[config.mk]
export PLATFORM = sky130hd
export DESIGN_NAME = uart_cmd_controller
export DESIGN_NICKNAME = d
export VERILOG_FILES = /design/src/rtl/uart_cmd_defs_pkg.sv /design/src/rtl/cmd_timeout_timer.sv /design/src/rtl/uart_cmd_controller.sv
export SDC_FILE = /design/constraint.sdc
export NUM_CORES = 1
export LEC_CHECK = 0
export CORE_UTILIZATION = 35
export DETAILED_ROUTE_END_ITERATION = 12
export HOLD_SLACK_MARGIN = 0.05
export PLACE_DENSITY = 0.63
export REMOVE_ABC_BUFFERS = 1
export SETUP_SLACK_MARGIN = 0.1
export SLEW_MARGIN = 20
export SYNTH_ARGS = -nofsm -noshare
export SYNTH_HDL_FRONTEND = slang
export SYNTH_SLANG_ARGS = --single-unit
[constraint.sdc]
create_clock -name clk -period 2.85 [get_ports clk]
set_input_delay 0.57 -clock clk [delete_from_list [all_inputs] [get_ports clk]]
set_output_delay 0.57 -clock clk [all_outputs]
set_load 0.03 [all_outputs]
[src/rtl/uart_cmd_defs_pkg.sv]
// rtl/uart_cmd_defs_pkg.sv - shared constants and encodings for the UART command controller
package uart_cmd_defs;

    localparam logic [7:0] SOF = 8'hA5;

    typedef enum logic [1:0] {
        OP_WRITE = 2'b00,
        OP_SET   = 2'b01,
        OP_CLR   = 2'b10,
        OP_TOG   = 2'b11
    } opcode_t;

    typedef enum logic [1:0] {
        ERR_NONE    = 2'b00,
        ERR_CHK     = 2'b01,
        ERR_ADDR    = 2'b10,
        ERR_TIMEOUT = 2'b11
    } err_code_t;

    typedef enum logic [1:0] {
        IDLE      = 2'b00,
        WAIT_ADDR = 2'b01,
        WAIT_DATA = 2'b10,
        WAIT_CHK  = 2'b11
    } state_t;

    function automatic logic [7:0] apply_op(input opcode_t op, input logic [7:0] cur,
                                            input logic [7:0] data);
        case (op)
            OP_WRITE: apply_op = data;
            OP_SET:   apply_op = cur | data;
            OP_CLR:   apply_op = cur & ~data;
            default:  apply_op = cur ^ data;
        endcase
    endfunction

endpackage

[src/rtl/cmd_timeout_timer.sv]
// rtl/cmd_timeout_timer.sv - inter-byte gap counter that saturates at TIMEOUT_CYCLES-1
module cmd_timeout_timer #(
    parameter int TIMEOUT_CYCLES = 15625
) (
    input  logic clk,
    input  logic rst_n,
    input  logic clear,
    input  logic enable,
    output logic expired
);

    localparam int CW = (TIMEOUT_CYCLES > 1) ? $clog2(TIMEOUT_CYCLES) : 1;
    localparam logic [CW-1:0] LAST = CW'(TIMEOUT_CYCLES - 1);

    logic [CW-1:0] count;

    always_ff @(posedge clk or negedge rst_n) begin
        if (!rst_n) begin
            count <= '0;
        end else if (clear) begin
            count <= '0;
        end else if (enable && count != LAST) begin
            count <= count + CW'(1);
        end
    end

    assign expired = (count == LAST);

endmodule

[src/rtl/uart_cmd_controller.sv]
// rtl/uart_cmd_controller.sv - decodes SOF/ADDR/DATA/CHK frames into four device control registers
module uart_cmd_controller
    import uart_cmd_defs::*;
#(
    parameter int CLOCK_FREQ     = 50000000,
    parameter int BAUD_RATE      = 9600,
    parameter int TIMEOUT_CYCLES = 3 * 10 * CLOCK_FREQ / BAUD_RATE
) (
    input  logic        clk,
    input  logic        rst_n,
    input  logic [7:0]  rx_data,
    input  logic        rx_valid,
    output logic [31:0] dev_ctrl,
    output logic        cmd_done,
    output logic        cmd_err,
    output logic [1:0]  err_code,
    output logic        busy
);

    state_t          state;
    logic [7:0]      addr_q;
    logic [7:0]      data_q;
    logic [3:0][7:0] dev_q;
    err_code_t       err_q;
    logic            pend_done;
    logic            pend_err;
    err_code_t       pend_code;
    logic            expired;
    logic            timeout_hit;

    assign busy        = (state != IDLE);
    assign timeout_hit = busy && expired && !rx_valid;
    assign dev_ctrl    = dev_q;
    assign err_code    = err_q;

    cmd_timeout_timer #(
        .TIMEOUT_CYCLES(TIMEOUT_CYCLES)
    ) u_timer (
        .clk    (clk),
        .rst_n  (rst_n),
        .clear  (rx_valid || !busy),
        .enable (busy),
        .expired(expired)
    );

    // Outcome is decided on the CHK edge and applied one edge later; addr_q/data_q
    // stay stable across that cycle because the next frame cannot reach ADDR sooner.
    always_ff @(posedge clk or negedge rst_n) begin
        if (!rst_n) begin
            state     <= IDLE;
            addr_q    <= '0;
            data_q    <= '0;
            dev_q     <= '0;
            err_q     <= ERR_NONE;
            cmd_done  <= 1'b0;
            cmd_err   <= 1'b0;
            pend_done <= 1'b0;
            pend_err  <= 1'b0;
            pend_code <= ERR_NONE;
        end else begin
            cmd_done  <= pend_done;
            cmd_err   <= pend_err;
            pend_done <= 1'b0;
            pend_err  <= 1'b0;
            if (pend_done) begin
                dev_q[addr_q[1:0]] <= apply_op(opcode_t'(addr_q[7:6]), dev_q[addr_q[1:0]], data_q);
                err_q              <= ERR_NONE;
            end else if (pend_err) begin
                err_q <= pend_code;
            end

            if (rx_valid) begin
                case (state)
                    IDLE: begin
                        if (rx_data == SOF) state <= WAIT_ADDR;
                    end
                    WAIT_ADDR: begin
                        addr_q <= rx_data;
                        state  <= WAIT_DATA;
                    end
                    WAIT_DATA: begin
                        data_q <= rx_data;
                        state  <= WAIT_CHK;
                    end
                    default: begin
                        state <= IDLE;
                        if (rx_data != (SOF ^ addr_q ^ data_q)) begin
                            pend_err  <= 1'b1;
                            pend_code <= ERR_CHK;
                        end else if (addr_q[5:2] != 4'b0000) begin
                            pend_err  <= 1'b1;
                            pend_code <= ERR_ADDR;
                        end else begin
                            pend_done <= 1'b1;
                        end
                    end
                endcase
            end else if (timeout_hit) begin
                state     <= IDLE;
                pend_err  <= 1'b1;
                pend_code <= ERR_TIMEOUT;
            end
        end
    end

endmodule
==> run metrics, run 1 <==
Finish-stage setup viols=0; hold crit path type=input pin to asynchronous set/reset pin; synthesized flop and latch total=76; status=completed; simple-gate share of the synthesized area=0.0988; leakage=2.27 nW; Ys Warns=0; Syn Std Cell Area=4080 µm²; Core Area=11,400 µm²; crit path max fanout=10; worst-margin pin slew=0.644 ns; Die Area=12,100 µm²; IR drop worst, VDD=0.000425 V; arrival time worst endpoint=2.79 ns; initial antenna violation count=0; io pins=48; Setup TNS=0 ns; synth cell count leaders=76 x dfrtp_1, 48 x mux2_2, 33 x inv_1; pin count of the biggest net entering global routing=44; clk sinks=76; CTS tree=built; total iterations of the first detailed-routing run=4; CTS root buffer=clkbuf_16; max frequency=0.388 GHz; post-CTS sizing=0; cts hold-fix bufs=0; wire length per cell=15.6 µm; Layout area overhead=24.1%; Antenna diodes=0; row count=39; Post-Synthesis Cells=322; number of global-route vias before repair=2,751; maximum root-to-sink buffer count=2; Vias=2,608; pwr dens=795 nW/µm²; Post-DRT Antenna Nets=0; drt via density=4.97; setup bufs post-CTS=0; Setup CP Type=register to register; Fin Clk Skew=0.00834 ns; fin crit share=0.904; cell taking the most area after synthesis=dfrtp_1; synth unique cells=40; nets=410; max-slew violation count=0; gp weighted congestion=0.798; die height=110 µm; Buffers on Ports=47; Synth Area per Inst=12.7 µm²; Main synth FF type=dfrtp_1; grt ovf=0; Critical Path Sink Type=register; Worst-path clk slew=0.06 ns; Compound-Gate Fraction of Synth Area=0.0233; Iteration-0 DRC Markers=164; total wire length=8.17 mm; layout cells sized above 1=0.236; Setup crit start kind=register; unrepaired setup endpoints after global routing=no; total global-route track usage=0.157; post-synthesis mux area share=0.228; main combinational cell family by area after synthesis=multiplexers; cts bufs inserted=9; sequential share of the synthesized area=0.467; Synth top area share=0.467; slew margin rel.=0.567; CP required=3.06 ns; Max-Cap Viols=0; H-tree Lvls=3; fraction of registers with async set/reset=1.00; Tmin final=2.58 ns; most common cell in the synthesized netlist=dfrtp_1; Die X=110 µm; DRC Markers=0; wire length of the first global-routing pass=14.1 mm; top cells by area, synth=dfrtp_1 47%, mux2_2 13%, mux4_2 8.8%, ha_1 6.8%, inv_1 3.0%; Core Util, Final=0.445; hpwl dp=5.84 mm; final hold violation count=0; later-pin clock latency in the skew report=0.34 ns; Synth Area in Adders=0.0675; starting density of the core=0.359; # fillers=1,056; Post-Synth XOR/XNOR Area=0.0724; number of enable flip-flop cells after synthesis=0
cell families after synthesis:
logic type / count (synthesis)
xor+xnor: 24
flops: 76
fa+ha+maj: 22
buf+inv: 43
compound gates: 16
mux: 67
simple gates: 74
layer usage:
layer / track usage / wire length, µm
met5: 0 / 0
met3: 0.0456 / 309
met1: 0.202 / 3780
met2: 0.258 / 4000
met4: 0.0400 / 76
worst max-delay path: stages (launching register included):
cell and delay, ns:
dfrtp_1 0.74, mux4_2 0.62, inv_1 0.08, ha_1 0.22, mux4_2 0.51, mux2_2 0.30
area by class of cell:
type | instances | area, µm² | share of cell area
Multi-Input combinational cell | 203 | 2000 | 0.395
Clock inverter | 6 | 93.8 | 0.0185
Tap cell | 143 | 179 | 0.0354
Inverter | 33 | 124 | 0.0245
Timing Repair Buffer | 54 | 533 | 0.105
Sequential cell | 76 | 1900 | 0.376
Clock buffer | 10 | 229 | 0.0453
layout by cell type, fill, tap and decap left out, types with 3 or more instances in the layout:
cell type,synthesis,final
dfrtp_1,76,76
mux2_2,48,48
clkdlybuf4s50_1,0,46
inv_1,33,33
ha_1,22,22
nor2_1,21,21
mux4_2,16,16
nand2_1,15,15
xnor2_1,13,13
clkbuf_16,0,9
nand3_1,8,8
buf_4,1,7
nor3_1,5,5
a21oi_1,5,5
o21ai_0,5,5
xor2_1,5,5
xnor3_1,4,4
or3_1,4,4
nor4_1,3,3
and3_1,3,3
nand3b_1,3,3
mux2i_1,3,3
inv_6,0,3
metrics by stage:
step	instance area [µm²]	cells	worst slack (ns)	power [W]	hold slack, ns
final	5060	525	0.273	0.00402	0.174
after global routing	5060	525	0.151	0.00429	0.204
after CTS	5060	525	0.224	0.00408	0.186
after detailed placement	4740	509	0.235	0.00283	0.469
after global placement	4740	509	0.276	0.00278	0.452
after floorplan	4030	312	0.444	0.00244	0.274
flip-flops by register name (all words and copies together) (netlist names):
register,cells
state,2
err_code,2
pend_err,1
pend_code,2
dev_ctrl,32
cmd_done,1
cmd_err,1
data_q,8
u_timer.count,18
addr_q,8
pend_done,1
path summary, 6_finish.rpt:
path / cells after the start / endpoint / slack, ns / from
worst max-delay path: 5 / dev_ctrl[10] / 0.27 / addr_q[0]
worst min-delay path: 1 / dev_ctrl[8] / 0.17 / rst_n
worst max register to register: 5 / dev_ctrl[10] / 0.27 / addr_q[0]
worst min register to register: 0 / cmd_err / 0.47 / pend_err
max in group asynchronous: 2 / data_q[3] / 2.10 / rst_n
min in group clk: 0 / cmd_err / 0.47 / pend_err
report_power, final:
group / leakage (nW) / switching [W] / internal [W]
Combinational: 1.11 / 0.000553 / 0.000732
Sequential: 1.01 / 0.000259 / 0.00124
Clock: 0.154 / 0.000457 / 0.000776
Power figures use the tool's default switching activity.
==> run 2: changes to the inputs <==
- MAX_ROUTING_LAYER: unset -> met4
- PLACE_DENSITY: 0.63 -> unset
==> run metrics, run 2 (synthesized netlist as in run 1, its figures left out) <==
status=completed; hold crit path type=input pin to asynchronous set/reset pin; hpwl dp=6.10 mm; gp weighted congestion=0.742; Layout area overhead=24.3%; Core Area=11,400 µm²; Vias=2,632; Worst-path clk slew=0.06 ns; Die Area=12,100 µm²; pin count of the biggest net entering global routing=77; arrival time worst endpoint=1.88 ns; most frequent cells in the layout=76 x dfrtp_1, 48 x mux2_2, 46 x clkdlybuf4s50_1; placed cell count=508; slew margin rel.=0.350; leakage=2.27 nW; final worst setup slack=0.399 ns; H-tree Lvls=3; cts hold-fix bufs=0; Setup CP Type=register to output port; total global-route track usage=0.158; max incr delay on CP=0.69 ns; starting density of the core=0.359; final hold violation count=0; fin crit share=0.860; unrepaired setup endpoints after global routing=no; cts bufs inserted=9; Most common cell on crit path=inv_1; later-pin clock latency in the skew report=0.33 ns; worst-margin pin slew=0.974 ns; DRC Markers=0; row count=39; Max-Cap Viols=0; crit path max fanout=5; Buffers on Ports=47; Power Total=0.00409 W; setup bufs post-CTS=0; Iteration-0 DRC Markers=72; Tmin final=2.45 ns; Fin Clk Skew=0.00698 ns; Setup TNS=0 ns; post-route insts no fill=524; Finish-stage setup viols=0; Die X=110 µm; pwr dens=807 nW/µm²; Setup WS pre-CTS=0.392 ns; clk sinks=76; slowest cell on the critical path=clkdlybuf4s50_1; Worst Path Buf+Inv=3; max frequency=0.408 GHz; total wire length=8.42 mm; wire length per cell=16.1 µm; die height=110 µm; layout cells sized above 1=0.234; Antenna diodes=0; max-slew violation count=0; nets=409; worst path cell trace=inv_1, ha_1, inv_1, clkdlybuf4s50_1; drt via density=5.02; wire length of the first global-routing pass=13.6 mm; Setup crit start kind=register; CTS tree=built; number of global-route vias before repair=2,634; Critical Path Sink Type=output port; Crit path max-delay family=buffers and inverters; IR drop worst, VDD=0.000335 V; grt ovf=0; CTS root buffer=clkbuf_16; most common cell after layout, fill and taps aside=dfrtp_1; CP required=2.28 ns; max FFs per register=32; io pins=48; initial antenna violation count=0; Post-DRT Antenna Nets=0; maximum root-to-sink buffer count=2; post-CTS sizing=0; total iterations of the first detailed-routing run=4
## run 2: cell count changes in the layout (fill, tap and decap cells not counted), sizes merged
cell	previous run	this run
clkbuf	10	13
inv	36	33
buf	8	7
## run 2: final timing paths
kind,depth (start not counted),to,slack [ns],startpoint
worst max-delay path,4,busy,0.40,state[0]
worst min-delay path,1,u_timer.count[12],0.40,rst_n
worst max register to register,6,dev_ctrl[29],0.43,addr_q[0]
worst min register to register,0,cmd_err,0.45,pend_err
max in group asynchronous,1,dev_ctrl[29],1.82,rst_n
min in group clk,0,cmd_err,0.45,pend_err
## run 2: per-layer routing
layer	up-vias	track usage	wire, µm
met5	-	-	0
met4	0	0.0610	116
met3	9	0.0344	261
met2	49	0.250	4200
met1	1346	0.197	3850
li1	1228	-	-
## run 2: per-stage QoR
step	area [µm²]	hold WS, ns	util
global route	5070	0.469	0.446
CTS	5070	0.432	0.446
floorplan	4030	0.274	-
finish	5070	0.396	0.446
global placement	4730	0.448	0.416
detailed placement	4730	0.450	0.416
## run 2: worst reg2reg max path: stages (launching register included)
cell and delay, ns:
dfrtp_1 0.46, buf_12 0.19, mux4_2 0.55, inv_1 0.07
ha_1 0.22, mux4_2 0.53, mux2_2 0.28
## run 2: report_power, final
group          leakage, nW  internal, W  switching (W)  total, W
Sequential            1.01      0.00125       0.000227   0.00147
Clock                0.162     0.000839       0.000434   0.00127
Combinational         1.11     0.000746       0.000599   0.00135
## run 2: final cells by class
class,instances,area [µm²]
inverters,33,124
fillers,1018,6300
well taps,143,179
multi-input cells,203,2000
clock inverters,3,67.6
clock buffers,13,270
repair buffers,53,526
flip-flops and latches,76,1900
==> run 3: changes to the inputs <==
- CTS_CLUSTER_DIAMETER: unset -> 50
- DONT_BUFFER_PORTS: unset -> 1
==> run metrics, run 3 (synthesized netlist as in run 1, its figures left out) <==
status=completed; layout cells sized above 1=0.264; sequential power share=0.403; CP required=3.06 ns; Critical Path Sink Type=register; Layout area overhead=11.6%; total iterations of the first detailed-routing run=4; wire length per cell=16.8 µm; fin crit share=0.901; CTS root buffer=clkbuf_16; cts hold-fix bufs=1; worst-margin pin slew=0.633 ns; clock power share=0.285; most common cell after layout, fill and taps aside=dfrtp_1; Die Area=12,100 µm²; slew margin rel.=0.574; hpwl dp=5.63 mm; Setup CP Type=register to register; P_int=0.00256 W; io pins=48; drt via density=5.12; final hold violation count=0; Comb power frac=0.312; Tmin final=2.57 ns; CTS tree=built; Finish-stage setup viols=0; worst hold slack=0.134 ns; Worst-path clk slew=0.06 ns; DRC Markers=0; maximum root-to-sink buffer count=2; Max-Cap Viols=0; Iteration-0 DRC Markers=153; Net Sw Frac=0.322; pin count of the biggest net entering global routing=77; Buffers on Ports=0; post-CTS sizing=0; # fillers=1,077; Post-DRT Antenna Nets=0; cts bufs inserted=9; Power Total=0.00377 W; Setup crit start kind=register; number of global-route vias before repair=2,481; most frequent cells in the layout=76 x dfrtp_1, 48 x mux2_2, 33 x inv_1; Antenna diodes=0; max frequency=0.389 GHz; row count=39; initial antenna violation count=0; later-pin clock latency in the skew report=0.33 ns; Core Area=11,400 µm²; switching power total=0.00121 W; unrepaired setup endpoints after global routing=no; max-slew violation count=0; IR drop worst, VDD=0.000416 V; nets=361; H-tree Lvls=3; gp weighted congestion=0.793; starting density of the core=0.359; Vias=2,437; Die X=110 µm; Setup TNS=0 ns; leakage=2.08 nW; hold crit path type=input pin to asynchronous set/reset pin; crit path max fanout=10; pwr dens=829 nW/µm²; total global-route track usage=0.147; arrival time worst endpoint=2.78 ns; die height=110 µm; max FFs per register=32; total wire length=8.00 mm; clk sinks=76; grt ovf=0; setup bufs post-CTS=0; wire length of the first global-routing pass=12.7 mm; Fin Clk Skew=0.00672 ns
run 3: cell types whose count changed in the layout (fill, tap and decap cells not counted), sizes merged:
cell,delta
clkbuf,-2
clkinv,+2
clkinvlp,+2
bufinv,-2
buf,-2
clkdlybuf4s50,-46
run 3: critical path: stages (launching register included):
cell,delay [ns]
dfrtp_1,0.73
mux4_2,0.62
inv_1,0.08
ha_1,0.22
mux4_2,0.52
mux2_2,0.28
run 3: layer usage:
| metal | vias up | global-route usage | part of all wire |
|---|---|---|---|
| met5 | - | - | 0 |
| li1 | 1138 | - | - |
| met2 | 45 | 0.238 | 0.50 |
| met1 | 1247 | 0.165 | 0.42 |
| met4 | 0 | 0.0486 | 0.011 |
| met3 | 7 | 0.0593 | 0.068 |
run 3: area by class of cell:
class                   count  area (µm²)  area share
multi-input cells         203        2000       0.439
flip-flops and latches     76        1900       0.418
clock buffers              11         253      0.0555
well taps                 143         179      0.0393
inverters                  33         124      0.0272
repair buffers              5        57.6      0.0126
clock inverters             5        36.3     0.00797
run 3: path summary, 6_finish.rpt:
| path | start | end | slack [ns] | depth (start not counted) |
|---|---|---|---|---|
| min in group clk | rx_data[0] | data_q[0] | 0.39 | 1 |
| setup / recovery | addr_q[0] | dev_ctrl[3] | 0.28 | 5 |
| setup reg to reg | addr_q[0] | dev_ctrl[3] | 0.28 | 5 |
| hold / removal | rst_n | dev_ctrl[20] | 0.13 | 1 |
| hold reg to reg | pend_err | cmd_err | 0.44 | 0 |
| max in group asynchronous | rst_n | dev_ctrl[10] | 2.43 | 1 |
run 3: per-stage QoR:
step	instance area (µm²)	cells	utilization	setup WS (ns)
after floorplan	4030	312	-	0.444
after global placement	4230	459	0.372	0.283
after detailed placement	4230	459	0.372	0.234
after CTS	4550	476	0.400	0.230
after global routing	4550	476	0.400	0.121
final	4550	476	0.400	0.281
run 3: power by group through the flow:
stage                     sequential, W  combinational (W)  clock, W
after floorplan                 0.00149           0.000948         0
after global placement          0.00154            0.00112         0
after detailed placement        0.00155            0.00116         0
after CTS                       0.00153            0.00120   0.00110
after global routing            0.00156            0.00132   0.00116
final                           0.00152            0.00118   0.00108
